==> src/rtl/side_ch_csi_packer_if.sv <==
// Write port of the side-channel master-stream FIFO.
// The packer drives the word and its strobe; the FIFO returns space-available.
interface side_ch_csi_packer_if #(
    parameter int DW = 64
) ();
    logic [DW-1:0] data_to_ps;
    logic          data_to_ps_valid;
    logic          fulln_to_pl;

    modport master (output data_to_ps, output data_to_ps_valid, input fulln_to_pl);
    modport slave  (input data_to_ps, input data_to_ps_valid, output fulln_to_pl);
endinterface

==> src/rtl/side_ch_csi_packer.sv <==
// Packs one packet's CSI, RX timestamp and header into a 34-word 64-bit
// record and streams it into the side-channel FIFO write port.
module side_ch_csi_packer #(
    parameter int TSF_TIMER_WIDTH = 64,
    parameter int IQ_DATA_WIDTH   = 16,
    parameter int NUM_CSI         = 64,
    parameter int HDR_TIMEOUT     = 4000
) (
    input  logic                       clk,
    input  logic                       rst,
    input  logic                       enable,
    input  logic [TSF_TIMER_WIDTH-1:0] tsf_runtime_val,
    input  logic [2*IQ_DATA_WIDTH-1:0] csi,
    input  logic                       csi_valid,
    input  logic                       pkt_header_valid_strobe,
    input  logic [7:0]                 pkt_rate,
    input  logic [15:0]                pkt_len,
    side_ch_csi_packer_if.master       fifo,
    output logic                       busy,
    output logic [15:0]                drop_count
);
    localparam int WW     = 4 * IQ_DATA_WIDTH;
    localparam int NWORDS = NUM_CSI / 2 + 2;
    localparam int CNT_W  = $clog2(NUM_CSI);
    localparam int AW     = $clog2(NUM_CSI / 2);
    localparam int IDX_W  = $clog2(NWORDS);
    localparam int TO_W   = $clog2(HDR_TIMEOUT);

    localparam logic [1:0] S_IDLE    = 2'd0;
    localparam logic [1:0] S_COLLECT = 2'd1;
    localparam logic [1:0] S_WAIT    = 2'd2;
    localparam logic [1:0] S_EMIT    = 2'd3;

    logic [1:0]                 state_q, state_d;
    logic [CNT_W-1:0]           cnt_q, cnt_d;
    logic [IDX_W-1:0]           idx_q, idx_d;
    logic [TO_W-1:0]            to_q, to_d;
    logic [TSF_TIMER_WIDTH-1:0] tsf_q, tsf_d;
    logic [7:0]                 rate_q, rate_d;
    logic [15:0]                len_q, len_d;
    logic [2*IQ_DATA_WIDTH-1:0] even_q, even_d;
    logic [WW-1:0]              dout_q, dout_d;
    logic                       dval_q, dval_d;
    logic [15:0]                drop_q, drop_d;
    logic                       csi_vld_prev_q;
    logic [WW-1:0]              buf_q [NUM_CSI/2];

    logic                       buf_we, drop_evt, miss_evt;
    logic [AW-1:0]              wr_addr, rd_addr;
    logic [WW-1:0]              word;
    logic [16:0]                drop_sum;

    assign wr_addr = cnt_q[CNT_W-1:1];
    assign rd_addr = AW'(idx_q - IDX_W'(2));

    always_comb begin
        case (idx_q)
            IDX_W'(0): word = {16'h5A5A, 8'h00, rate_q, len_q, 16'(NWORDS)};
            IDX_W'(1): word = WW'(tsf_q);
            default:   word = buf_q[rd_addr];
        endcase
    end

    // A fresh csi_valid burst while the previous record is still pending is a lost packet.
    assign miss_evt = csi_valid && !csi_vld_prev_q && (state_q == S_WAIT || state_q == S_EMIT);

    always_comb begin
        state_d  = state_q;
        cnt_d    = cnt_q;
        idx_d    = idx_q;
        to_d     = to_q;
        tsf_d    = tsf_q;
        rate_d   = rate_q;
        len_d    = len_q;
        even_d   = even_q;
        dout_d   = dout_q;
        dval_d   = 1'b0;
        buf_we   = 1'b0;
        drop_evt = 1'b0;
        case (state_q)
            S_IDLE: begin
                if (enable && csi_valid) begin
                    tsf_d   = tsf_runtime_val;
                    even_d  = csi;
                    cnt_d   = CNT_W'(1);
                    state_d = S_COLLECT;
                end
            end
            S_COLLECT: begin
                if (pkt_header_valid_strobe) begin
                    drop_evt = 1'b1;
                    cnt_d    = '0;
                    state_d  = S_IDLE;
                end else if (csi_valid) begin
                    if (cnt_q[0]) buf_we = 1'b1;
                    else          even_d = csi;
                    cnt_d = cnt_q + CNT_W'(1);
                    if (cnt_q == CNT_W'(NUM_CSI - 1)) begin
                        to_d    = '0;
                        state_d = S_WAIT;
                    end
                end
            end
            S_WAIT: begin
                to_d = to_q + TO_W'(1);
                if (pkt_header_valid_strobe) begin
                    rate_d  = pkt_rate;
                    len_d   = pkt_len;
                    idx_d   = '0;
                    state_d = S_EMIT;
                end else if (to_q == TO_W'(HDR_TIMEOUT - 1)) begin
                    drop_evt = 1'b1;
                    state_d  = S_IDLE;
                end
            end
            default: begin
                if (fifo.fulln_to_pl) begin
                    dout_d = word;
                    dval_d = 1'b1;
                    idx_d  = idx_q + IDX_W'(1);
                    if (idx_q == IDX_W'(NWORDS - 1)) begin
                        idx_d   = '0;
                        state_d = S_IDLE;
                    end
                end
            end
        endcase
        drop_sum = {1'b0, drop_q} + 17'(drop_evt) + 17'(miss_evt);
        drop_d   = drop_sum[16] ? 16'hFFFF : drop_sum[15:0];
    end

    always_ff @(posedge clk) begin
        if (rst) begin
            state_q        <= S_IDLE;
            cnt_q          <= '0;
            idx_q          <= '0;
            to_q           <= '0;
            tsf_q          <= '0;
            rate_q         <= '0;
            len_q          <= '0;
            even_q         <= '0;
            dout_q         <= '0;
            dval_q         <= 1'b0;
            drop_q         <= '0;
            csi_vld_prev_q <= 1'b0;
        end else begin
            state_q        <= state_d;
            cnt_q          <= cnt_d;
            idx_q          <= idx_d;
            to_q           <= to_d;
            tsf_q          <= tsf_d;
            rate_q         <= rate_d;
            len_q          <= len_d;
            even_q         <= even_d;
            dout_q         <= dout_d;
            dval_q         <= dval_d;
            drop_q         <= drop_d;
            csi_vld_prev_q <= csi_valid;
        end
    end

    always_ff @(posedge clk) begin
        if (buf_we) buf_q[wr_addr] <= {csi, even_q};
    end

    assign fifo.data_to_ps       = dout_q;
    assign fifo.data_to_ps_valid = dval_q;
    assign busy                  = (state_q != S_IDLE);
    assign drop_count            = drop_q;
endmodule

==> src/flat_wrapper.sv <==
// flat-port wrapper written by rule: the top's interface ports become plain ports
module side_ch_csi_packer_flat 
#(
    parameter int TSF_TIMER_WIDTH = 64,
    parameter int IQ_DATA_WIDTH   = 16,
    parameter int NUM_CSI         = 64,
    parameter int HDR_TIMEOUT     = 4000
)
  (clk, rst, enable, tsf_runtime_val, csi, csi_valid, pkt_header_valid_strobe, pkt_rate, pkt_len, busy, drop_count, fifo_data_to_ps, fifo_data_to_ps_valid, fifo_fulln_to_pl);
  side_ch_csi_packer_if #(.DW(64)) fifo_i ();
  input  logic clk;
  input  logic rst;
  input  logic enable;
  input  logic [TSF_TIMER_WIDTH-1:0] tsf_runtime_val;
  input  logic [2*IQ_DATA_WIDTH-1:0] csi;
  input  logic csi_valid;
  input  logic pkt_header_valid_strobe;
  input  logic [7:0] pkt_rate;
  input  logic [15:0] pkt_len;
  output logic busy;
  output logic [15:0] drop_count;
  output wire logic [$bits(fifo_i.data_to_ps)-1:0] fifo_data_to_ps;
  output wire logic [$bits(fifo_i.data_to_ps_valid)-1:0] fifo_data_to_ps_valid;
  input wire logic [$bits(fifo_i.fulln_to_pl)-1:0] fifo_fulln_to_pl;
  assign fifo_data_to_ps = fifo_i.data_to_ps;
  assign fifo_data_to_ps_valid = fifo_i.data_to_ps_valid;
  assign fifo_i.fulln_to_pl = fifo_fulln_to_pl;
  side_ch_csi_packer #(.TSF_TIMER_WIDTH(TSF_TIMER_WIDTH), .IQ_DATA_WIDTH(IQ_DATA_WIDTH), .NUM_CSI(NUM_CSI), .HDR_TIMEOUT(HDR_TIMEOUT)) u_core (.clk(clk), .rst(rst), .enable(enable), .tsf_runtime_val(tsf_runtime_val), .csi(csi), .csi_valid(csi_valid), .pkt_header_valid_strobe(pkt_header_valid_strobe), .pkt_rate(pkt_rate), .pkt_len(pkt_len), .fifo(fifo_i), .busy(busy), .drop_count(drop_count));
endmodule
==> config.mk <==
export PLATFORM = sky130hd
export DESIGN_NAME = side_ch_csi_packer_flat
export DESIGN_NICKNAME = d
export VERILOG_FILES = /design/src/rtl/side_ch_csi_packer_if.sv /design/src/rtl/side_ch_csi_packer.sv /design/src/flat_wrapper.sv
export SDC_FILE = /design/constraint.sdc
export NUM_CORES = 2
export LEC_CHECK = 0
export CAP_MARGIN = 40
export CORE_MARGIN = 2
export CORE_UTILIZATION = 45
export DETAILED_ROUTE_END_ITERATION = 8
export MAX_ROUTING_LAYER = met4
export PLACE_DENSITY_LB_ADDON = 0.08
export RECOVER_POWER = 100
export SLEW_MARGIN = 10
export SYNTH_ARGS = -nofsm -noshare
export SYNTH_HDL_FRONTEND = slang
export SYNTH_SLANG_ARGS = --single-unit
==> constraint.sdc <==
create_clock -name clk -period 8.8 [get_ports clk]
set_clock_uncertainty 0.2 [all_clocks]
set_input_delay 2.2 -clock clk [delete_from_list [all_inputs] [get_ports clk]]
set_output_delay 2.2 -clock clk [all_outputs]
set_load 0.01 [all_outputs]
==> impl_metrics.env <==
export IMPL_root_buffer="clkbuf_16"
export IMPL_mostFrequentLayoutCells="edfxtp_1 (2048), mux4_2 (551), nand2_1 (473)"
export IMPL_first_iter_violations=4949
export IMPL_track_usage=0.272
export IMPL_layout_nets=4953
export IMPL_power_density_mw_per_mm2=261
export IMPL_synth_flop_cell="edfxtp_1"
export IMPL_relSlewSlack=-1.58
export IMPL_p_leak_nw=31.1
export IMPL_synth_cell_type_count=70
export IMPL_die_h_um=444
export IMPL_end_kind="flop"
export IMPL_cp_arrival_ps=7300
export IMPL_synth_async_reset_ratio=0
export IMPL_postCtsResizedCells=0
export IMPL_cp_max_fo=35
export IMPL_rsz0062_at_grt="no"
export IMPL_grt_ovfl_total=0
export IMPL_cts_buffers_inserted=231
export IMPL_violations="max-capacitance violations, max-slew violations"
export IMPL_fillers=15505
export IMPL_clkTransAtPathRegs_ps=60
export IMPL_timing_fmax_mhz=140
export IMPL_grt_pass1_wl_um=363000
export IMPL_drv_slew=3035
export IMPL_hold_viol=0
export IMPL_ant_nets=0
export IMPL_drv_cap=91
export IMPL_synthesis_nets=4570
export IMPL_wl_um=261000
export IMPL_rows=161
export IMPL_fin_crit_ps=7140
export IMPL_status="complete, but fails checks"
export IMPL_yosys_top_cells_area="edfxtp_1 (71%), mux4_2 (14%), dfxtp_1 (5.2%)"
export IMPL_fin_area_mm2=0.100
export IMPL_fin_tns_setup_ps=0
export IMPL_die_x_um=444
export IMPL_drive_above_1_share=0.217
export IMPL_yosysWarnings=0
export IMPL_drc_errors=0
export IMPL_ys_ff_latch=2276
export IMPL_synth_top_cell_area_share=0.705
export IMPL_drt_wirelength_per_cell_um=34.6
export IMPL_fin_cells=7545
export IMPL_first_pass_iters=5
export IMPL_dp_hpwl_um=152000
export IMPL_start_util=0.453
export IMPL_cts_tree="done"
export IMPL_vias=46012
export IMPL_fin_total_pwr_mw=26.2
export IMPL_synthCells=4431
export IMPL_clock_sinks=2276
export IMPL_post_cts_setup_buffer_count=0
export IMPL_dp_cells=7104
export IMPL_portBuffers=207
export IMPL_synth_top_cell_by_area="edfxtp_1"
export IMPL_start_kind="primary input"
export IMPL_avgSynthCellArea_um2=19.7
export IMPL_synth_area_mm2=0.0872
export IMPL_fp_dieArea_mm2=0.197
export IMPL_grt_pass1_vias=45294
export IMPL_cp_required_ps=8960
export IMPL_clockBufferDepth=3
export IMPL_postCtsHoldBufs=0
export IMPL_ir_drop_mv=0.170
export IMPL_ios=208
export IMPL_worstMarginPinSlew_ps=3870
export IMPL_final_common_cell="edfxtp_1"
export IMPL_synth_edf_count=2048
export IMPL_placed_area_mm2=0.0939
export IMPL_path_class="primary input to flop"
export IMPL_setup_violations_final=0
export IMPL_period_share=0.811
export IMPL_grt_max_degree=106
export IMPL_ys_seq_area_frac=0.758
export IMPL_core_area_mm2=0.193
export IMPL_area_growth_pct=15.0
export IMPL_viasPerCell=6.10
export IMPL_clock_latency_ps=860
export IMPL_holdCritPathClass="flop to flop"
export IMPL_antenna_found_initial=15
export IMPL_htree_levels=4
export IMPL_gp_congestion=0.827
## critical path, cell delays in order
cell and delay [ps]:
dlygate4sd3_1 760, and3b_1 460, nand2_1 130, or3_1 490, nor2_1 200, clkbuf_1 230, clkbuf_1 2720
## synth_stat cells (all sizes together) (3+ instances only)
| cell type | count |
|---|---|
| mux2i | 41 |
| o2111ai | 18 |
| a211o | 10 |
| and3 | 21 |
| nor2 | 105 |
| or4 | 4 |
| edfxtp | 2048 |
| nand4 | 12 |
| a21oi | 163 |
| dfxtp | 228 |
| o32ai | 5 |
| a221oi | 52 |
| a31oi | 44 |
| or2 | 6 |
| xnor2 | 17 |
| o211ai | 12 |
| xor2 | 13 |
| nand3 | 58 |
| nor2b | 11 |
| o22ai | 4 |
| nor3 | 15 |
| o21ai | 85 |
| clkbuf | 151 |
| or3 | 9 |
| buf | 115 |
| mux2 | 56 |
| ha | 12 |
| nor4b | 4 |
| and2 | 8 |
| mux4 | 551 |
| o21a | 3 |
| nand2b | 4 |
| nand2 | 475 |
| nand3b | 4 |
| a22oi | 6 |
| inv | 14 |
| a211oi | 16 |
| nor4 | 6 |
## state kept, by name, summed over array words and instances, names as in the netlist
name / count
u_core.to_q: 12
u_core.tsf_q: 64
u_core.rate_q: 8
u_core.cnt_q: 6
u_core.fifo.data_to_ps_valid: 1
u_core.csi_vld_prev_q: 1
u_core.idx_q: 6
u_core.fifo.data_to_ps: 64
u_core.drop_count: 16
u_core.len_q: 16
u_core.even_q: 32
u_core.state_q: 2
u_core.buf_q: 2048
## per-stage QoR
step | util | worst slack (ps) | hold slack [ps]
after floorplan | - | 2140 | 231
after global routing | 0.520 | 1570 | 269
after global placement | 0.483 | 2440 | 244
after CTS | 0.527 | 3500 | 255
after detailed placement | 0.488 | 2580 | 246
final | 0.521 | 1660 | 257
## final timing paths
kind,slack [ps],from,to,cells past startpoint
worst max-delay path,1660,csi_valid,u_core.buf_q[24][40],7
worst min-delay path,260,u_core.tsf_q[52],u_core.tsf_q[52],2
worst max register to register,3050,u_core.state_q[1],u_core.buf_q[24][40],8
worst min register to register,260,u_core.tsf_q[52],u_core.tsf_q[52],2
## final cells by class
class	instances	area, µm²	area share
Sequential cell	2276	66100	0.659
Multi-Input combinational cell	1874	20000	0.200
Clock buffer	315	6390	0.0637
Timing Repair Buffer	416	3340	0.0333
Tap cell	2526	3160	0.0315
Clock inverter	119	1190	0.0118
Inverter	15	57.6	0.000574
Antenna cell	4	10.0	0.0000999
## routing by layer
layer,GRT usage,vias up,share of wire
met5,-,-,0
met1,0.378,25041,0.42
met2,0.432,1746,0.49
met3,0.0350,393,0.059
met4,0.0690,0,0.027
li1,-,18832,-
## cells by family after synthesis
logic type                 count (synthesis)  share of synthesized area
muxes                                    648                      0.154
DFF                                     2276                      0.758
buffers and inverters                    281                     0.0151
AOI/OAI and AO/OA                        431                     0.0309
xor gates and xnor gates                  30                    0.00301
and+or+nand+nor                          752                     0.0370
adders and majority gates                 13                    0.00195
## report_power, final
group	total, mW	internal [mW]	switching [mW]
clock network	9.80	5.63	4.16
logic	4.08	1.64	2.44
registers	12.3	12.1	0.182
total	26.2	19.4	6.79
Note: power is estimated with default switching activity, not from simulation.
